--- src/rtl/op_dispatcher.sv ---
// Debounces a 3-bit mode code, launches the selected subsystem on confirm and tracks it until done.
// Optional RUN watchdog: define OP_DISPATCH_TIMEOUT_EN.
module op_dispatcher #(
  parameter int STABLE_CYCLES  = 16,
  parameter int BLINK_DIV      = 25000000,
  parameter int TIMEOUT_CYCLES = 1000000
) (
  input  logic       clk,
  input  logic       rst_n,
  input  logic [2:0] op,
  input  logic       confirm,
  input  logic [4:0] done,
  output logic [4:0] start,
  output logic       busy,
  output logic [2:0] active_op,
  output logic [4:0] led,
  output logic       err
);

  if (STABLE_CYCLES < 2 || BLINK_DIV < 2 || TIMEOUT_CYCLES < 1) begin : g_param_check
    $error("op_dispatcher: STABLE_CYCLES and BLINK_DIV must be >= 2, TIMEOUT_CYCLES >= 1");
  end

  localparam int STAB_W  = $clog2(STABLE_CYCLES);
  localparam int BLINK_W = $clog2(BLINK_DIV);
  localparam logic [STAB_W-1:0]  STAB_MAX  = STAB_W'(STABLE_CYCLES - 1);
  localparam logic [BLINK_W-1:0] BLINK_MAX = BLINK_W'(BLINK_DIV - 1);

  typedef enum logic [1:0] {
    S_IDLE  = 2'd0,
    S_START = 2'd1,
    S_RUN   = 2'd2
  } state_t;

  function automatic logic [4:0] op_onehot(input logic [2:0] code);
    logic [4:0] oh;
    oh = '0;
    case (code)
      3'd1:    oh = 5'b00001;
      3'd2:    oh = 5'b00010;
      3'd3:    oh = 5'b00100;
      3'd4:    oh = 5'b01000;
      3'd5:    oh = 5'b10000;
      default: oh = '0;
    endcase
    return oh;
  endfunction

  state_t              r_state;
  logic [2:0]          r_op_q;
  logic [STAB_W-1:0]   r_stab_cnt;
  logic [2:0]          r_stable_op;
  logic [2:0]          r_active_op;
  logic                r_err;
  logic [BLINK_W-1:0]  r_blink_cnt;
  logic                r_blink_on;

  state_t              w_state_nxt;
  logic                w_same;
  logic [STAB_W-1:0]   w_stab_nxt;
  logic                w_stable_hit;
  logic [4:0]          w_stable_oh;
  logic [4:0]          w_active_oh;
  logic                w_stable_valid;
  logic                w_load_active;
  logic                w_err_set;
  logic [4:0]          w_start;
  logic                w_busy;
  logic [4:0]          w_led;

  // Counter holds (run length - 1) of identical samples, saturating at STABLE_CYCLES-1.
  assign w_same       = (op == r_op_q);
  assign w_stab_nxt   = !w_same                  ? '0 :
                        (r_stab_cnt == STAB_MAX) ? r_stab_cnt :
                                                   r_stab_cnt + STAB_W'(1);
  assign w_stable_hit = (w_stab_nxt == STAB_MAX);

  assign w_stable_oh    = op_onehot(r_stable_op);
  assign w_active_oh    = op_onehot(r_active_op);
  assign w_stable_valid = |w_stable_oh;

`ifdef OP_DISPATCH_TIMEOUT_EN
  localparam int WD_W = (TIMEOUT_CYCLES > 1) ? $clog2(TIMEOUT_CYCLES) : 1;
  localparam logic [WD_W-1:0] WD_MAX = WD_W'(TIMEOUT_CYCLES - 1);

  logic [WD_W-1:0] r_wd_cnt;
  logic            w_wd_expire;

  assign w_wd_expire = (r_state == S_RUN) && (r_wd_cnt == WD_MAX);

  always_ff @(posedge clk) begin
    if (!rst_n || r_state != S_RUN) begin
      r_wd_cnt <= '0;
    end else begin
      r_wd_cnt <= r_wd_cnt + WD_W'(1);
    end
  end
`endif

  // NOTE: every always_comb output gets a default first so no path can infer a latch.
  always_comb begin
    w_state_nxt   = r_state;
    w_load_active = 1'b0;
    w_err_set     = 1'b0;
    w_start       = '0;
    w_busy        = 1'b0;
    w_led         = '0;
    unique case (r_state)
      S_IDLE: begin
        w_led = w_stable_valid ? w_stable_oh : {5{r_blink_on}};
        if (confirm) begin
          if (w_stable_valid) begin
            w_load_active = 1'b1;
            w_state_nxt   = S_START;
          end else begin
            w_err_set = 1'b1;
          end
        end
      end
      S_START: begin
        w_busy      = 1'b1;
        w_start     = w_active_oh;
        w_led       = w_active_oh;
        w_state_nxt = S_RUN;
      end
      S_RUN: begin
        w_busy = 1'b1;
        w_led  = w_active_oh;
        if (|(done & w_active_oh)) begin
          w_state_nxt = S_IDLE;
        end
`ifdef OP_DISPATCH_TIMEOUT_EN
        else if (w_wd_expire) begin
          w_state_nxt = S_IDLE;
          w_err_set   = 1'b1;
        end
`endif
      end
      default: w_state_nxt = S_IDLE;
    endcase
  end

  // NOTE: sequential state uses non-blocking assignments only; r_op_q keeps sampling during
  // reset so the sample taken on the reset edge is the first of the next stable run.
  always_ff @(posedge clk) begin
    r_op_q <= op;
    if (!rst_n) begin
      r_state     <= S_IDLE;
      r_stab_cnt  <= '0;
      r_stable_op <= '0;
      r_active_op <= '0;
      r_err       <= 1'b0;
      r_blink_cnt <= '0;
      r_blink_on  <= 1'b0;
    end else begin
      r_state    <= w_state_nxt;
      r_stab_cnt <= w_stab_nxt;
      r_err      <= w_err_set;
      if (w_stable_hit) begin
        r_stable_op <= op;
      end
      if (w_load_active) begin
        r_active_op <= r_stable_op;
      end
      if (r_blink_cnt == BLINK_MAX) begin
        r_blink_cnt <= '0;
        r_blink_on  <= ~r_blink_on;
      end else begin
        r_blink_cnt <= r_blink_cnt + BLINK_W'(1);
      end
    end
  end

  assign start     = w_start;
  assign busy      = w_busy;
  assign active_op = r_active_op;
  assign led       = w_led;
  assign err       = r_err;

endmodule

--- config.mk ---
export PLATFORM = sky130hd
export DESIGN_NAME = op_dispatcher
export DESIGN_NICKNAME = d
export VERILOG_FILES = /design/src/rtl/op_dispatcher.sv
export SDC_FILE = /design/constraint.sdc
export NUM_CORES = 1
export LEC_CHECK = 0
export CAP_MARGIN = 15
export CORE_UTILIZATION = 50
export CTS_CLUSTER_SIZE = 24
export DETAILED_ROUTE_END_ITERATION = 12
export PLACE_DENSITY_LB_ADDON = 0.3
export SLEW_MARGIN = 20
export SYNTH_ARGS = -nofsm -noshare
export SYNTH_HDL_FRONTEND = slang
export SYNTH_SLANG_ARGS = --single-unit
--- constraint.sdc ---
create_clock -name clk -period 3.9 [get_ports clk]
set_input_delay 0.39 -clock clk [delete_from_list [all_inputs] [get_ports clk]]
set_output_delay 0.39 -clock clk [all_outputs]
set_load 0.01 [all_outputs]
==> results_dict.tcl, run 1 <==
set metrics [dict create \
    outcome "finished, final reports clean" \
    cpPeakStageDelay_ns 0.62 \
    cts_buffers 5 \
    antenna-diode-count 0 \
    rows 24 \
    timing.rr.end "r_blink_cnt[3]" \
    holdCritPathClass "flip-flop to flip-flop" \
    hold_viol 0 \
    wl_per_cell_um 12.13 \
    grt_pass1_wl_um 7576 \
    synth-edff-count 0 \
    hold_buffers 0 \
    cts_root_buf "clkbuf_8" \
    h-tree-depth 2 \
    cts_max_path_buffers 2 \
    cts_resized 0 \
    drive_gt1_frac 0.07292 \
    cts_tree "built" \
    clk_pin_slew_ns 0.09 \
    rr_startpoint "r_blink_cnt[2]" \
    syn2layout_area_growth_pct 16.87 \
    fin_util 0.6072 \
    cp_slowest_cell "dfxtp_1" \
    peakVddDrop_uv 421.4 \
    cts_sinks 42 \
    min_from "r_blink_cnt[0]" \
    crit_fanout 16 \
    whs_endpoint "r_blink_cnt[0]" \
    critPathRequiredTime_ns 3.51 \
    coreArea_sq_um 4354 \
    die_h_um 69.27 \
    rsz0062_at_grt "false" \
    cp-start-kind "flip-flop" \
    gp_congestion 0.7853 \
    io_pins 26 \
    insertion_delay_ns 0.30 \
    r2r.worst_path.cells 4 \
    vias_per_cell 5.668 \
    powerDensity_nw_per_um2 332.9 \
    start_util 0.5195 \
    worstPathArrival_ns 2.21 \
    slew_headroom 0.3454 \
    max_freq_mhz 384.3 \
    final_common_cell "dfxtp_1" \
    dieArea_sq_um 4798 \
    crit_chain "mux2_2 > a22o_1 > a32oi_1 > nor2_1 > clkdlybuf4s50_1" \
    drc 0 \
    placed_area_sq_um 2506 \
    grtUsageTotal 0.1903 \
    fin_tns_setup_ns 0 \
    final_cell_mix "42 x dfxtp_1, 31 x nor2_1, 25 x clkdlybuf4s50_1, 20 x a21oi_1, 17 x nand2_1" \
    grt_max_degree 26 \
    drv_slew 0 \
    setup_viol_count_final 0 \
    synthCells 270 \
    ys_seq_area_frac 0.3717 \
    ant_nets 0 \
    grt_pass1_vias 1755 \
    ys_async_sr_fraction 0 \
    cp_top_family "flip-flops" \
    ys_seq_elements 42 \
    drtIter0Drc 103 \
    ys_warn_count 0 \
    final.setup_skew_ns 0.01131 \
    drt-total-wl_um 4123 \
    endpoint_kind "primary output" \
    rrSetupSlack_ns 1.83 \
    hold_path_depth 1 \
    power.leakage_nw 0.9460 \
    fillerInstances 396 \
    nets 304 \
    post-cts-setup-buffer-count 0 \
    syn_avg_cell_area_sq_um 8.378 \
    synth_nets 287 \
    final_cell_area_sq_um 2644 \
    antenna_found_initial 0 \
    period_share 0.6671 \
    drv_cap 0 \
    tightest_slew_ns 0.9820 \
    netlist_area_sq_um 2262 \
    yosys.cell_types.count 50 \
    path_class "flip-flop to primary output" \
    dr.pass1.iters 4 \
    port_buffers 25 \
    grt-ovfl-total 0 \
    cp.depth 5 \
    hpwl_um 2912 \
    die_w_um 69.27 \
    period_needed_ns 2.602 \
    critPathBufInv 1 \
    dominantRegCellSynth "dfxtp_1" \
    via_count 1927 \
]
final cells by class:
type	instances	area, sq um	share of cell area
clock buffer	5	68.82	0.02603
clock inverter	3	68.82	0.02603
inverter	11	41.29	0.01562
multi-input combinational	202	1309	0.4950
sequential	42	840.8	0.3180
tap	52	65.06	0.02461
timing repair buffer	25	250.2	0.09465
worst register-to-register path, delay by kind of cell, from the launching register on:
kind             cells  cell delay (ns)
AO/OA/AOI/OAI        1             0.88
AND/OR/NAND/NOR      3             0.63
flip-flops           1             0.40
metrics by stage:
step	setup WS, ns	hold WS, ns	cells	power (mW)
finish	1.298	0.4810	340	0.8802
global route	1.167	0.4900	340	0.9141
CTS	1.300	0.4782	340	0.8927
detailed placement	1.639	0.4590	332	0.4827
global placement	1.663	0.4572	332	0.4821
floorplan	2.138	0.4177	270	0.4665
sequential cells by signal, indices dropped and copies added (netlist names):
register	cells
r_blink_cnt	25
r_stab_cnt	4
active_op	3
r_op_q	3
r_stable_op	3
r_state	2
err	1
r_blink_on	1
logic make-up (layout without fill, tap and decap cells):
logic type,after synthesis,after routing,synth area share
AOI/OAI and AO/OA,58,58,0.1659
muxes,9,9,0.04038
buffers and inverters,26,44,0.04978
xor gates and xnor gates,15,15,0.05808
and+or+nand+nor,114,114,0.2810
DFF,42,42,0.3717
adders and majority gates,6,6,0.03318
worst max-delay path by stage:
stage	slack [ns]	endpoint	start
3_5_place_dp	1.64	led[2]	r_stable_op[2]
6_report	1.30	led[2]	r_stable_op[2]
2_1_floorplan	2.14	led[4]	r_blink_on
5_1_grt	1.17	led[2]	r_stable_op[2]
4_1_cts	1.30	led[2]	r_stable_op[2]
3_3_place_gp	1.66	led[2]	r_stable_op[2]
cell usage after synthesis, types with 4 or more instances:
| library cell | number | area [sq um] |
|---|---|---|
| xnor2_1 | 9 | 78.83 |
| a21oi_1 | 20 | 100.1 |
| a211oi_1 | 4 | 30.03 |
| nand3_1 | 15 | 75.07 |
| nand4_1 | 8 | 50.05 |
| and3_1 | 8 | 50.05 |
| nor2_1 | 31 | 116.4 |
| nor3_1 | 6 | 30.03 |
| nand2_1 | 17 | 63.81 |
| clkbuf_1 | 10 | 37.54 |
| xor2_1 | 6 | 52.55 |
| mux2i_1 | 8 | 80.08 |
| inv_1 | 11 | 41.29 |
| o21ai_0 | 12 | 60.06 |
| o31ai_1 | 10 | 75.07 |
| dfxtp_1 | 42 | 840.8 |
| or4_1 | 6 | 45.04 |
| ha_1 | 6 | 75.07 |
report_power, final:
| part | switching [mW] | internal [mW] |
|---|---|---|
| sequential | 0.00451 | 0.434 |
| clock | 0.152 | 0.256 |
| combinational | 0.0162 | 0.0175 |
| total | 0.172 | 0.708 |
layer usage:
metal / global-route usage / routed length (um) / up-vias
met5: 0 / 0 / -
met4: 0.05896 / 63 / 0
met3: 0.05669 / 120 / 8
met2: 0.3193 / 1942 / 26
met1: 0.2339 / 1996 / 882
li1: - / - / 1011
Note: power is estimated with default switching activity, not from simulation.
==> run 2: changes to the inputs <==
==> constraint.sdc (replaced) <==
create_clock -name clk -period 2.65 [get_ports clk]
set_input_delay 0.265 -clock clk [delete_from_list [all_inputs] [get_ports clk]]
set_output_delay 0.265 -clock clk [all_outputs]
set_load 0.01 [all_outputs]
==> run 2 against run 1 <==
Compared with the run above:
- sequential cell count is the same
- power grew 35%
- clock power increased by 21%
- non-clock buffer count grew 1
- global-route usage is 0.85 points lower
- critical path depth unchanged
- clock-buffer cell count unchanged
- via count shrank 2.2%
- cell area shrank 0.80%
==> results_dict.tcl, run 2 (synthesized netlist as in run 1, its figures left out) <==
set metrics [dict create \
    top_register "r_blink_cnt" \
    drv_cap 0 \
    cp-start-kind "flip-flop" \
    ant_nets 0 \
    cts_tree "built" \
    rows 24 \
    h-tree-depth 2 \
    antenna_found_initial 0 \
    cts_resized 0 \
    nets 305 \
    rr_startpoint "r_blink_cnt[0]" \
    dieArea_sq_um 4798 \
    post-cts-setup-buffer-count 0 \
    via_count 1884 \
    hpwl_um 2920 \
    grt-ovfl-total 0 \
    fin_util 0.6023 \
    io_pins 26 \
    largest_reg_flops 25 \
    critPathBufInv 1 \
    cts_root_buf "clkbuf_8" \
    dp_cells 333 \
    slew_headroom 0.6892 \
    holdCritPathClass "flip-flop to flip-flop" \
    fin_tns_setup_ns 0 \
    cts_sinks 42 \
    critPathRequiredTime_ns 2.38 \
    max_freq_mhz 404.9 \
    peakVddDrop_uv 382.0 \
    die_h_um 69.27 \
    hold_buffers 0 \
    endpoint_kind "primary output" \
    coreArea_sq_um 4354 \
    rsz0062_at_grt "false" \
    grt_pass1_vias 1737 \
    final_cell_mix "42 x dfxtp_1, 31 x nor2_1, 25 x clkdlybuf4s50_1, 20 x a21oi_1, 17 x nand2_1" \
    period_share 0.9320 \
    antenna-diode-count 0 \
    drtIter0Drc 96 \
    cp_top_family "flip-flops" \
    grt_pass1_wl_um 7231 \
    vias_per_cell 5.525 \
    drive_gt1_frac 0.07612 \
    top_regs "r_blink_cnt (25), r_stab_cnt (4)" \
    final.setup_skew_ns 0.01059 \
    stdcell_count 341 \
    cts_buffers 5 \
    crit_start "r_stable_op[2]" \
    finalPower_mw 1.188 \
    drv_slew 0 \
    die_w_um 69.27 \
    setup_viol_count_final 0 \
    crit_fanout 16 \
    worstPathArrival_ns 2.20 \
    grtUsageTotal 0.1818 \
    syn2layout_area_growth_pct 15.93 \
    start_util 0.5195 \
    dr.pass1.iters 4 \
    drt-total-wl_um 4092 \
    drc 0 \
    final_common_cell "dfxtp_1" \
    cp_slowest_cell "dfxtp_1" \
    min_from "r_blink_cnt[0]" \
    cpPeakStageDelay_ns 0.61 \
    path_class "flip-flop to primary output" \
    fillerInstances 385 \
    period_needed_ns 2.470 \
    port_buffers 25 \
    multiInputGateArea_sq_um 1309 \
    gp_congestion 0.7673 \
    insertion_delay_ns 0.30 \
    power.leakage_nw 0.9404 \
    seq_area_sq_um 840.8 \
    tightest_slew_ns 0.4648 \
    cts_max_path_buffers 2 \
    clk_pin_slew_ns 0.08 \
    powerDensity_nw_per_um2 452.8 \
    outcome "finished, final reports clean" \
    hold_viol 0 \
    grt_max_degree 26 \
    wl_per_cell_um 12.00 \
    crit_chain "mux2_2 > a22o_1 > a32oi_1 > nor2_1 > clkdlybuf4s50_1" \
]
## run 2: worst paths after layout
check                    end  slack [ns]  depth (start not counted)
max                   led[2]        0.18                          5
min           r_blink_cnt[0]        0.48                          1
max reg2reg  r_blink_cnt[22]        0.79                          5
min reg2reg   r_blink_cnt[0]        0.48                          1
## run 2: worst reg2reg max path: stages (launching register included)
cell and delay, ns:
dfxtp_1 0.39, ha_1 0.25, nand2_1 0.13, nand4bb_4 0.33, or4_1 0.55, a21oi_1 0.15
## run 2: power by group
part	switching, mW	internal (mW)
combinational	0.0243	0.0266
clock	0.214	0.277
sequential	0.00649	0.639
## run 2: layer usage
layer | track usage | part of all wire | vias up
met5 | 0 | 0 | -
li1 | - | - | 1002
met2 | 0.3215 | 0.47 | 26
met3 | 0.03634 | 0.025 | 10
met1 | 0.2123 | 0.48 | 846
met4 | 0.07710 | 0.020 | 0
## run 2: metrics by stage
stage / hold slack, ns / worst slack, ns / cell area, sq um
floorplan: 0.2927 / 0.9316 / 2262
global placement: 0.4562 / 0.5369 / 2514
detailed placement: 0.4593 / 0.5069 / 2514
CTS: 0.4779 / 0.1769 / 2623
global route: 0.4873 / 0.04879 / 2623
finish: 0.4811 / 0.1802 / 2623
## run 2: layout make-up
| class | count | area share |
|---|---|---|
| Multi-Input combinational cell | 202 | 0.4990 |
| Clock inverter | 3 | 0.01527 |
| Clock buffer | 5 | 0.02624 |
| Inverter | 11 | 0.01574 |
| Sequential cell | 42 | 0.3206 |
| Timing Repair Buffer | 26 | 0.09828 |
| Tap cell | 52 | 0.02481 |
==> run 3: changes to the inputs <==
==> constraint.sdc (replaced) <==
create_clock -name clk -period 2.65 [get_ports clk]
set_input_delay 0.265 -clock clk [delete_from_list [all_inputs] [get_ports clk]]
set_output_delay 0.265 -clock clk [all_outputs]
set_load 0.005 [all_outputs]
==> run 3 against run 2 <==
Compared with the run above:
- final cell count stayed put
- cell area is 0.67% lower
- routed wire length is 6.0% higher
- critical path depth stayed put
- register-to-register slack hardly changed
- combinational power hardly changed
==> results_dict.tcl, run 3 (synthesized netlist as in run 1, its figures left out) <==
set metrics [dict create \
    rsz0062_at_grt "false" \
    critPathRequiredTime_ns 2.38 \
    period_needed_ns 2.450 \
    io_pins 26 \
    grtUsageTotal 0.1949 \
    powerDensity_nw_per_um2 428.4 \
    grt_pass1_wl_um 7631 \
    slew_headroom 0.6830 \
    drv_slew 0 \
    hold_viol 0 \
    antenna_found_initial 0 \
    fin_tns_setup_ns 0 \
    grt-ovfl-total 0 \
    final_common_cell "dfxtp_1" \
    endpoint_kind "primary output" \
    max_freq_mhz 408.2 \
    final_cell_mix "42 x dfxtp_1, 31 x nor2_1, 25 x clkdlybuf4s50_1, 20 x a21oi_1, 17 x nand2_1" \
    hold_path_depth 1 \
    start_util 0.5195 \
    power.leakage_nw 0.9307 \
    dr.pass1.iters 4 \
    insertion_delay_ns 0.29 \
    hold_ws_ns 0.4806 \
    cts_buffers 5 \
    tightest_slew_ns 0.4749 \
    final.setup_skew_ns 0.004915 \
    grt_pass1_vias 1797 \
    vias_per_cell 5.718 \
    die_h_um 69.27 \
    path_class "flip-flop to primary output" \
    rrSetupSlack_ns 0.78 \
    rr_startpoint "r_blink_cnt[2]" \
    antenna-diode-count 0 \
    drc 0 \
    top_regs "r_blink_cnt (25), r_stab_cnt (4)" \
    grt_max_degree 26 \
    cp-start-kind "flip-flop" \
    drive_gt1_frac 0.07266 \
    gp_congestion 0.7621 \
    top_register "r_blink_cnt" \
    min_from "r_blink_cnt[0]" \
    cts_tree "built" \
    holdCritPathClass "flip-flop to flip-flop" \
    clk_pin_slew_ns 0.07 \
    peakVddDrop_uv 317.6 \
    largest_reg_flops 25 \
    drtIter0Drc 82 \
    crit_fanout 16 \
    r2r.worst_path.cells 4 \
    drv_cap 0 \
    cts_sinks 42 \
    wl_per_cell_um 12.72 \
    drt-total-wl_um 4336 \
    hpwl_um 3114 \
    dieArea_sq_um 4798 \
    whs_endpoint "r_blink_cnt[0]" \
    cts_root_buf "clkbuf_8" \
    setup_viol_count_final 0 \
    nets 305 \
    syn2layout_area_growth_pct 15.15 \
    outcome "finished, final reports clean" \
    period_share 0.9245 \
    die_w_um 69.27 \
    hold_buffers 0 \
    worstPathArrival_ns 2.18 \
    cts_resized 0 \
    port_buffers 25 \
    h-tree-depth 2 \
    rows 24 \
    cts_max_path_buffers 2 \
    timing.rr.end "r_blink_cnt[23]" \
    post-cts-setup-buffer-count 0 \
    ant_nets 0 \
    via_count 1950 \
    coreArea_sq_um 4354 \
]
==> run 3: metal layers <==
metal / track usage / vias to the layer above / wire, um / share of wire
li1: - / 1006 / - / -
met1: 0.2265 / 907 / 2070 / 0.48
met2: 0.3420 / 30 / 2066 / 0.48
met3: 0.04070 / 7 / 117 / 0.027
met4: 0.08844 / 0 / 81 / 0.019
met5: 0 / - / 0 / 0
==> run 3: how the worst max path moves through the flow <==
stage | to | slack (ns) | start
CTS | led[2] | 0.21 | r_stable_op[2]
detailed placement | led[2] | 0.53 | r_stable_op[2]
global route | led[3] | 0.06 | r_state[0]
global placement | led[2] | 0.57 | r_stable_op[2]
floorplan | r_blink_cnt[24] | 0.93 | r_blink_cnt[0]
finish | led[2] | 0.20 | r_stable_op[2]
==> run 3: per-stage QoR <==
step	worst slack, ns	util	area (sq um)	total power, mW	std cells
floorplan	0.9316	-	2262	0.6863	270
global placement	0.5737	0.5773	2514	0.7103	333
detailed placement	0.5278	0.5773	2514	0.7111	333
CTS	0.2091	0.5983	2605	1.131	341
global route	0.06006	0.5983	2605	1.159	341
finish	0.2001	0.5983	2605	1.116	341
==> run 3: power breakdown <==
part | internal (mW) | switching [mW] | total, mW
clock network | 0.210 | 0.210 | 0.420
registers | 0.638 | 0.00642 | 0.645
logic | 0.0266 | 0.0242 | 0.0508
==> run 3: area by class of cell <==
cell class                      instances  area (sq um)
Multi-Input combinational cell        202          1309
Inverter                               11         41.29
Sequential cell                        42         840.8
Timing Repair Buffer                   26         257.7
Clock inverter                          1         5.005
Fill cell                             386          1749
Clock buffer                            7         86.33
Tap cell                               52         65.06
==> run 3: critical path, stage by stage (launching register included) <==
cell             delay (ns)
dfxtp_1                0.62
mux2_2                 0.39
a22o_1                 0.23
a32oi_1                0.15
nor2_1                 0.06
clkdlybuf4s50_1        0.44
